==> src/rtl/demux_stream_router.sv <==
// Packet-based valid/ready router: one input stream to NUM_CH registered output
// slots, with per-packet route locking, atomic broadcast and out-of-range drop.
module demux_stream_router #(
    parameter int unsigned DATA_W = 8,
    parameter int unsigned NUM_CH = 8,
    parameter int unsigned SEL_W  = 3
) (
    input  logic                     clk,
    input  logic                     rst,
    input  logic [DATA_W-1:0]        in_data,
    input  logic                     in_valid,
    input  logic                     in_last,
    output logic                     in_ready,
    input  logic [SEL_W-1:0]         sel,
    input  logic                     bcast,
    output logic [NUM_CH*DATA_W-1:0] out_data,
    output logic [NUM_CH-1:0]        out_last,
    output logic [NUM_CH-1:0]        out_valid,
    input  logic [NUM_CH-1:0]        out_ready,
    output logic [15:0]              drop_cnt
);

    typedef enum logic {IDLE, LOCKED} state_t;

    state_t                    state_q, state_d;
    logic [NUM_CH-1:0]         route_q, route_d;
    logic [NUM_CH-1:0]         valid_q, valid_d;
    logic [NUM_CH-1:0]         last_q, last_d;
    logic [NUM_CH*DATA_W-1:0]  data_q, data_d;
    logic [15:0]               drop_cnt_q, drop_cnt_d;

    logic [NUM_CH-1:0]         live_mask;
    logic [NUM_CH-1:0]         target;
    logic [NUM_CH-1:0]         slot_free;
    logic                      drop_mode;
    logic                      accept;

    // An out-of-range sel matches no channel, which yields the empty drop mask.
    always_comb begin
        live_mask = '0;
        for (int unsigned k = 0; k < NUM_CH; k++) begin
            live_mask[k] = bcast || (sel == SEL_W'(k));
        end
    end

    always_comb begin
        target    = (state_q == LOCKED) ? route_q : live_mask;
        drop_mode = ~|target;
        slot_free = ~valid_q | out_ready;
        in_ready  = drop_mode || (&(slot_free | ~target));
        accept    = in_valid && in_ready;
    end

    always_comb begin
        state_d = state_q;
        route_d = route_q;
        case (state_q)
            IDLE: begin
                if (accept && !in_last) begin
                    state_d = LOCKED;
                    route_d = live_mask;
                end
            end
            LOCKED: begin
                if (accept && in_last) begin
                    state_d = IDLE;
                end
            end
            default: state_d = IDLE;
        endcase
    end

    always_comb begin
        valid_d    = valid_q;
        last_d     = last_q;
        data_d     = data_q;
        drop_cnt_d = drop_cnt_q;
        for (int unsigned k = 0; k < NUM_CH; k++) begin
            if (accept && target[k]) begin
                valid_d[k]                   = 1'b1;
                last_d[k]                    = in_last;
                data_d[k*DATA_W +: DATA_W]   = in_data;
            end else if (out_ready[k]) begin
                valid_d[k] = 1'b0;
            end
        end
        if (accept && drop_mode && (drop_cnt_q != 16'hFFFF)) begin
            drop_cnt_d = drop_cnt_q + 16'd1;
        end
    end

    always_ff @(posedge clk) begin
        if (rst) begin
            state_q    <= IDLE;
            route_q    <= '0;
            valid_q    <= '0;
            last_q     <= '0;
            data_q     <= '0;
            drop_cnt_q <= '0;
        end else begin
            state_q    <= state_d;
            route_q    <= route_d;
            valid_q    <= valid_d;
            last_q     <= last_d;
            data_q     <= data_d;
            drop_cnt_q <= drop_cnt_d;
        end
    end

    assign out_valid = valid_q;
    assign out_last  = last_q;
    assign out_data  = data_q;
    assign drop_cnt  = drop_cnt_q;

endmodule
==> config.mk <==
export PLATFORM = sky130hd
export DESIGN_NAME = demux_stream_router
export DESIGN_NICKNAME = d
export VERILOG_FILES = /design/src/rtl/demux_stream_router.sv
export SDC_FILE = /design/constraint.sdc
export NUM_CORES = 1
export LEC_CHECK = 0
export BUFFER_PORTS_ARGS = -buffer_cell sky130_fd_sc_hd__clkbuf_2
export CORE_ASPECT_RATIO = 0.7
export CORE_UTILIZATION = 50
export CTS_BUF_LIST = sky130_fd_sc_hd__clkbuf_16
export CTS_CLUSTER_DIAMETER = 30
export DETAILED_ROUTE_END_ITERATION = 8
export PLACE_DENSITY = 0.76
export SLEW_MARGIN = 25
export SYNTH_ARGS = -nofsm -noshare
export SYNTH_HDL_FRONTEND = slang
export SYNTH_SLANG_ARGS = --single-unit
==> constraint.sdc <==
create_clock -name clk -period 2.3 [get_ports clk]
set_input_delay 0.23 -clock clk [delete_from_list [all_inputs] [get_ports clk]]
set_output_delay 0.23 -clock clk [all_outputs]
set_load 0.1 [all_outputs]
==> impl_metrics.tcl <==
set metrics [dict create \
    cap_viol_max_count 0 \
    cp_max_fo 12 \
    synth_cell_types 43 \
    arrival_ns 1.98 \
    track_usage 0.236 \
    synthFlopType "dfxtp_1" \
    yosys-top-cells-count "105 x dfxtp_1, 84 x nand2b_1, 73 x mux2i_1" \
    utilization 0.636 \
    fp.dieArea_um2 9750 \
    core-area_um2 9070 \
    wire_per_inst_um 16.1 \
    synthArstFlopShare 0 \
    cts_tree "done" \
    critPathRequiredTime_ns 2.07 \
    synth_top_area_frac 0.450 \
    syn_to_final_growth_pct 23.3 \
    syn_inst 460 \
    finalHoldViolCount 0 \
    gp_congestion 0.886 \
    synth_area_per_cell_um2 10.2 \
    drc 0 \
    ios 121 \
    slew_viol_final 0 \
    diodes 0 \
    power_uw 5300 \
    first_global_vias 3624 \
    hold_class "in2reg" \
    rows 29 \
    fin_tns_setup_ns 0 \
    use_met3 0.0714 \
    dp_hpwl_um 8240 \
    drt_iter0_markers 252 \
    setup_violations 0 \
    clkTransAtPathRegs_ns 0.07 \
    vias 3797 \
    fp.dieH_um 82.9 \
    dpl.cell_count 691 \
    via_per_inst 5.36 \
    clockBufferDepth 2 \
    grt.met1_usage 0.319 \
    p_leak_uw 0.00263 \
    clock.fmax_mhz 453 \
    cts_sinks 105 \
    yosysSeqAreaShare 0.450 \
    status "completed" \
    htreeDepth 3 \
    synth_edf_count 0 \
    synthesis.area_um2 4670 \
    clkLatencyLatePin_ns 0.35 \
    ir_drop_mv 0.606 \
    fillCellCount 752 \
    gr-max-usage-layer "met2" \
    synth_most_common_cell "dfxtp_1" \
    critPathLaunchType "flip-flop" \
    min_period_ns 2.21 \
    endpoint_kind "primary output" \
    p_per_area_nw_per_um2 919 \
    critical_path_class "reg2out" \
    grt_antenna_before_repair 0 \
    final_antenna_net_count 0 \
    layout.cells.non_filler 709 \
    grt_max_degree 35 \
    grt_pass1_wl_um 18200 \
    grt_overflow_total 0 \
    synth-seq-cells 105 \
    fin_crit_sh 0.959 \
    synth_top_cell_by_area "dfxtp_1" \
    yosysWarnings 0 \
    fin_ws_ns 0.0938 \
    wirelength_um 11400 \
    worst_pin_slew_ns 0.572 \
    port-buffer-count 120 \
    cts_root_buffer "clkbuf_16" \
    cts_buffers 9 \
    drtPass1Iterations 4 \
    pre_cts_slack_ns -0.0308 \
    hp-start "out_ready[5]" \
    synth.area.top_cells "dfxtp_1 45%, mux2i_1 16%, nand2b_1 11%, a21oi_1 3.6%, nand2_8 2.6%" \
    syn-num-nets 485 \
    met2_usage 0.366 \
    initial_utilization 0.515 \
    nNetsFinal 606 \
    max_slew_margin 0.621 \
    skew_ns 0.00881 \
    die_w_um 118 \
    drive_above_1_share 0.330 \
]
-- worst max-delay path: stages (launching register included) --
cell and delay, ns:
dfxtp_2 0.38, nor2_2 0.23, a21oi_1 0.15, buf_4 0.18, a22o_1 0.23, nor3_4 0.26
buf_12 0.21
-- report_power, final --
part           internal, µW  switching, µW  total (µW)
clock network           788            657        1440
registers              1960           90.1        2050
logic                   402           1400        1800
total                  3150           2150        5300
-- stage by stage --
| stage | instance area, µm² | hold WS [ns] |
|---|---|---|
| floorplan | 4710 | 0.408 |
| global placement | 5460 | 0.458 |
| detailed placement | 5460 | 0.460 |
| CTS | 5750 | 0.154 |
| global route | 5770 | 0.182 |
| finish | 5770 | 0.160 |
-- logic make-up after synthesis --
family,after synthesis,share of synthesized area
buffers and inverters,35,0.0369
adders and majority gates,1,0.00268
muxes,75,0.161
AOI/OAI and AO/OA,69,0.0996
DFF,105,0.450
and+or+nand+nor,175,0.250
-- cell type report --
class	count	area (µm²)	area share
Inverter	2	7.51	0.00130
Timing Repair Buffer	142	781	0.135
Sequential cell	105	2120	0.368
Clock buffer	10	250	0.0434
Tap cell	124	155	0.0269
Multi-Input combinational cell	321	2420	0.419
Clock inverter	5	30.0	0.00521
-- per-layer routing --
metal	part of all wire	wire [µm]
met5	0	0
met4	0.013	147
met3	0.071	808
met2	0.44	5020
met1	0.48	5420
-- sequential cells by signal, summed over array words and instances, names as in the netlist, named ones only --
register / cells
drop_cnt: 16
out_data: 64
out_valid: 8
route_q: 8
out_last: 8
-- timing repair --
item | in CTS | in global routing
setup buffers | 1 | 1
gates cloned | 0 | 1
pin swaps | 1 | 2
hold buffers | 0 | 0
resized for setup | 1 | 1
endpoints found under the setup margin | 12 | 96
-- cells in the final DEF, fill, tap and decap left out, types with 3 or more instances in the layout --
cell / Yosys / final
and2b_1: 3 / 3
nand2_1: 4 / 4
dfxtp_1: 105 / 94
mux2i_1: 73 / 73
or3_1: 6 / 6
clkbuf_2: 0 / 118
nand2_8: 6 / 6
dfxtp_4: 0 / 3
o31ai_1: 8 / 8
nor4_1: 3 / 3
nand3_1: 14 / 14
nor2b_1: 13 / 13
and3_1: 3 / 3
a21oi_2: 3 / 3
o21ai_0: 9 / 9
nor2_1: 12 / 12
nand3b_1: 3 / 3
a221o_1: 3 / 3
or4_1: 8 / 8
buf_4: 3 / 22
dfxtp_2: 0 / 8
a211oi_2: 8 / 8
a21oi_1: 34 / 34
nand2b_1: 84 / 84
clkbuf_16: 0 / 10
nand4_1: 3 / 3
-- final timing paths --
| kind | end | cells past startpoint | slack [ns] |
|---|---|---|---|
| max | in_ready | 6 | 0.09 |
| min | out_valid[5] | 3 | 0.16 |
| max reg2reg | out_data[32] | 7 | 0.14 |
| min reg2reg | out_last[7] | 2 | 0.48 |
Note: power is estimated with default switching activity, not from simulation.
